[src/rtl/permutation_ctrl.sv]
// Round sequencer for the ASCON permutation: owns the 320-bit state register and the
// round counter, loading one externally computed round result per clock.
module permutation_ctrl #(
    parameter int unsigned NB_ROUNDS_MAX = 12
) (
    input  logic             clock_i,
    input  logic             reset_i,
    input  logic             start_i,
    input  logic [3:0]       rounds_i,
    input  logic [4:0][63:0] state_i,
    output logic [4:0][63:0] perm_state_o,
    output logic [3:0]       round_o,
    input  logic [4:0][63:0] round_result_i,
    output logic             ready_o,
    output logic             done_o,
    output logic             err_o,
    output logic [4:0][63:0] state_o
);

    typedef enum logic [1:0] {StIdle, StRun, StDone} fsm_e;

    localparam logic [3:0] RoundsMax = 4'(NB_ROUNDS_MAX);
    localparam logic [3:0] LastRound = 4'(NB_ROUNDS_MAX - 1);

    fsm_e             fsm_q;
    logic [3:0]       rnd_cnt_q;
    logic [4:0][63:0] state_q;
    logic             done_q;
    logic             err_q;
    logic             rounds_legal;

    assign rounds_legal = (rounds_i != 4'd0) && (rounds_i <= RoundsMax);

    always_ff @(posedge clock_i) begin
        if (reset_i) begin
            fsm_q     <= StIdle;
            rnd_cnt_q <= 4'd0;
            state_q   <= '0;
            done_q    <= 1'b0;
            err_q     <= 1'b0;
        end else begin
            done_q <= 1'b0;
            err_q  <= 1'b0;
            case (fsm_q)
                StIdle: begin
                    if (start_i) begin
                        if (rounds_legal) begin
                            state_q   <= state_i;
                            // Start part-way through the constant table so p^b uses 6..11.
                            rnd_cnt_q <= RoundsMax - rounds_i;
                            fsm_q     <= StRun;
                        end else begin
                            err_q <= 1'b1;
                        end
                    end
                end
                StRun: begin
                    state_q <= round_result_i;
                    if (rnd_cnt_q == LastRound) begin
                        fsm_q  <= StDone;
                        done_q <= 1'b1;
                    end else begin
                        rnd_cnt_q <= rnd_cnt_q + 4'd1;
                    end
                end
                StDone: fsm_q <= StIdle;
                default: fsm_q <= StIdle;
            endcase
        end
    end

    assign ready_o      = (fsm_q == StIdle);
    assign done_o       = done_q;
    assign err_o        = err_q;
    assign round_o      = rnd_cnt_q;
    assign perm_state_o = state_q;
    assign state_o      = state_q;

endmodule

[config.mk]
export PLATFORM = sky130hd
export DESIGN_NAME = permutation_ctrl
export DESIGN_NICKNAME = d
export VERILOG_FILES = /design/src/rtl/permutation_ctrl.sv
export SDC_FILE = /design/constraint.sdc
export NUM_CORES = 1
export LEC_CHECK = 0
export CAP_MARGIN = 20
export CORE_AREA = 2 2 507 509
export CTS_BUF_LIST = sky130_fd_sc_hd__clkbuf_2
export DETAILED_ROUTE_END_ITERATION = 10
export DIE_AREA = 0 0 509 511
export HOLD_SLACK_MARGIN = 0.05
export RECOVER_POWER = 50
export SYNTH_ARGS = -nofsm -noshare
export SYNTH_HDL_FRONTEND = slang
export SYNTH_SLANG_ARGS = --single-unit
[constraint.sdc]
create_clock -name clock_i -period 2.7 [get_ports clock_i]
set_input_delay 0.405 -clock clock_i [delete_from_list [all_inputs] [get_ports clock_i]]
set_output_delay 0.405 -clock clock_i [all_outputs]
set_load 0.02 [all_outputs]
==> summary.md, run 1 <==
| Metric | Value |
|---|---|
| Status | `finished with violations` |
| Failing checks | `negative setup slack` |
| Reg area | `7440 sq um` |
| Synth cell types | `30` |
| Min cycle time layout | `2910 ps` |
| Critical Path Sink | `round_o[0]$_SDFFE_PP0P_` |
| Reg2reg start | `fsm_q[0]$_SDFFE_PP0P_` |
| CTS clock-pin slew for the worst setup and hold paths | `90 ps` |
| TritonCTS Buffers | `98` |
| Clk root buf | `clkbuf_2` |
| Top cells by area, synth | `dfxtp_1 (40%), a311oi_1 (17%), nand2_1 (15%)` |
| # clock sinks | `328` |
| Worst path max stage delay | `660 ps` |
| Die Ht | `511 um` |
| Synth warnings | `0` |
| Critical path arrival | `4260 ps` |
| Routed wire length | `222000 um` |
| VDD IR-drop max | `0.000280 V` |
| Final Max Tran Viols | `0` |
| Fmax achieved | `343 MHz` |
| Clock share of power | `0.204` |
| R2R cell count | `10` |
| Total GRT Usage | `0.163` |
| Cell with the most instances after synthesis | `nand2_1` |
| Power density over cell area | `437 nW/um^2` |
| Drt pass-1 iters | `5` |
| Async set or reset register ratio after synthesis | `0` |
| Logic pwr share | `0.487` |
| Largest area contributor in the netlist | `dfxtp_1` |
| Critical setup path kind | `in -> reg` |
| DRC viols | `0` |
| First-pass GRT wire length | `279000 um` |
| Most frequent cells after synthesis | `nand2_1 (643), dfxtp_1 (328), nor2_1 (324)` |
| Synthesis-to-finish area growth | `195%` |
| Synthesized Nets | `2801` |
| First DRT Iteration DRCs | `1787` |
| Drt via density | `3.41` |
| RSZ-0062 raised after global routing | `yes` |
| Fin Setup TNS | `-1760 ps` |
| Routed WL per cell | `27.7 um` |
| DIE AREA | `260000 sq um` |
| Layout cells sized above 1 | `0.265` |
| Core ar. | `255000 sq um` |
| Port buffer count | `1293` |
| Detailed Place HPWL | `185000 um` |
| Netlist Area Pre-Place | `16400 sq um` |
| Worst min path class | `in -> reg` |
| Critical Path End Type | `flip-flop` |
| Synth Register Bits | `328` |
| Post-layout util | `0.190` |
| Total Power | `21.2 mW` |
| CP startpoint kind | `input pin` |
| Fin. Hold Viols | `0` |
| Cell repeated most along the worst path | `dlygate4sd3_1` |
| Grt ovf | `0` |
| Initial antenna violation count | `174` |
| Final setup viols | `39` |
| Final nets | `5135` |
| Setup crit start | `rounds_i[2]` |
| Required time worst endpoint | `4040 ps` |
| Relative slew slack | `0.428` |
| Fillcell total | `27600` |
| H-tree levels | `3` |
| EDFF count, synth | `0` |
| Sequential Power Share | `0.309` |
| Die W | `509 um` |
| Most used DFF post-synth | `dfxtp_1` |
| Clk_lat worst skew | `1470 ps` |
| Mean Syn Cell Area | `7.61 sq um` |
| Int Power | `12.1 mW` |
| Sw power | `9.07 mW` |
| Clock buffer depth | `3` |
| Starting Density | `0.0642` |
| CP Cell Sequence | `dlygate4sd3_1 > clkdlybuf4s50_1 > nand2b_1 > o221ai_1 > dlygate4sd3_1 > mux2_2 > dlygate4sd3_1 > a21oi_1 > dlygate4sd3_1` |
| Syn Inst Count | `2152` |
| Worst reg2reg setup slack | `-140 ps` |
| Final period util | `1.08` |
| Row cnt | `186` |
| Layout Skew | `77.8 ps` |
| Worst R2R End | `perm_state_o[72]$_SDFFE_PP0P_` |
| Fraction of the yosys area taken by sequential cells | `0.401` |
| Crit path max fanout | `6` |
| Crit-path slowest cell | `clkdlybuf4s50_1` |
| Final worst slack | `-212 ps` |
| Slew @ Worst Pin | `858 ps` |
| Footprint of the multi-input gates | `6720 sq um` |
| Ports | `1294` |
| Vias in the first global route | `27700` |
| DRT antenna net count | `0` |
| Pin count of the biggest net entering global routing | `111` |
| Area share of the largest cell type after synthesis | `0.401` |
| Leakage dissipation | `19.0 nW` |
| Routability cong. | `1.01` |
| Total number of vias | `27400` |
| TritonCTS clock tree | `yes` |
| Net Sw Frac | `0.429` |
| Max-Cap Viols | `0` |
cell families after synthesis:
kind of cell / Yosys count / synth area share
multiplexers: 3 / 0.00191
flip-flops: 328 / 0.401
adder cells (fa/ha/maj): 2 / 0.00153
XOR/XNOR: 3 / 0.00160
AND/OR/NAND/NOR: 985 / 0.230
buffers and inverters: 501 / 0.189
AO/OA/AOI/OAI: 330 / 0.175
worst min path at each step:
stage / start / to / slack [ps] / cells after the start
CTS: start_i / err_o$_SDFF_PP0_ / 60 / 3
floorplan: round_result_i[109] / perm_state_o[109]$_SDFFE_PP0P_ / 560 / 2
detailed placement: perm_state_o[0]$_SDFFE_PP0P_ / perm_state_o[0]$_SDFFE_PP0P_ / 510 / 2
finish: state_i[193] / perm_state_o[193]$_SDFFE_PP0P_ / 360 / 4
global route: start_i / err_o$_SDFF_PP0_ / 140 / 3
global placement: perm_state_o[113]$_SDFFE_PP0P_ / perm_state_o[113]$_SDFFE_PP0P_ / 500 / 2
flip-flops by register name, summed over array words and instances (netlist names):
| name | count |
|---|---|
| err_o | 1 |
| fsm_q | 2 |
| perm_state_o | 320 |
| done_o | 1 |
| round_o | 4 |
power groups by stage:
stage	combinational [mW]	sequential [mW]	clock, mW
final	10.3	6.54	4.32
after global routing	10.8	6.61	4.71
after CTS	10.4	6.55	4.52
after detailed placement	7.92	6.31	0
after global placement	7.88	6.29	0
after floorplan	2.80	6.52	0
timing repair:
item / in CTS / in global routing
setup endpoints to repair: 647 / 142
buffers inserted: 39 / 7
pin swaps: 0 / 1
hold buffers: 1296 / 1
endpoints found under the hold margin: 328 / 1
resized for setup: 4956 / 29
worst max-delay path: cells and delay by family:
family,cells,cell delay (ps)
mux,1,330
simple gates,1,290
compound gates,2,300
buf+inv,5,2920
layout make-up:
cell class | count | area share
inverter | 2 | 0.000155
timing repair buffer | 2733 | 0.597
clock buffer | 139 | 0.0144
multi-input combinational | 1323 | 0.139
tap | 3384 | 0.0875
sequential | 328 | 0.154
antenna | 92 | 0.00476
clock inverter | 36 | 0.00383
through the flow:
stage	instances	hold WS [ps]	setup slack, ps	cell area [sq um]
after floorplan	2152	564	629	16400
after global placement	6432	498	-409	31500
after detailed placement	6432	508	-430	31500
after CTS	7942	61.0	-334	48500
after global routing	7990	145	-281	48300
final	8037	362	-212	48400
layout by cell type (no fill, tap or decap), drive strengths merged:
cell type / synthesis / layout
nor4b: 1 / 1
clkinv: 0 / 31
mux2i: 2 / 2
a311oi: 322 / 322
dfxtp: 328 / 328
nor2b: 1 / 1
and4b: 1 / 1
nand4b: 1 / 1
o2111ai: 1 / 1
nand2b: 6 / 6
inv: 2 / 5
nor4: 1 / 1
o221ai: 1 / 1
nor3b: 2 / 2
xnor2: 1 / 1
and3b: 1 / 1
clkdlybuf4s50: 0 / 643
clkbuf: 154 / 191
diode: 0 / 92
xor2: 2 / 2
bufinv: 0 / 1
clkinvlp: 0 / 1
nor4bb: 1 / 1
nor2: 324 / 324
ha: 2 / 2
dlygate4sd3: 0 / 1296
nand2: 643 / 643
a21oi: 4 / 4
mux2: 1 / 1
o22ai: 1 / 1
nor3: 1 / 1
nand3: 2 / 2
buf: 345 / 742
o21ai: 1 / 1
layer usage:
metal	vias to the layer above	track usage	part of all wire	routed length, um
li1	11900	-	-	-
met1	13000	0.184	0.39	86800
met2	1773	0.250	0.42	93500
met3	563	0.0952	0.14	30300
met4	124	0.0621	0.049	10900
met5	-	0	0.0039	870
Power figures use the tool's default switching activity.
==> run 2, diff against run 1 <==
- GPL_ROUTABILITY_DRIVEN: not set -> 0
==> results of run 2 <==
Final layout, timing and power as in run 1 (identical DEF).
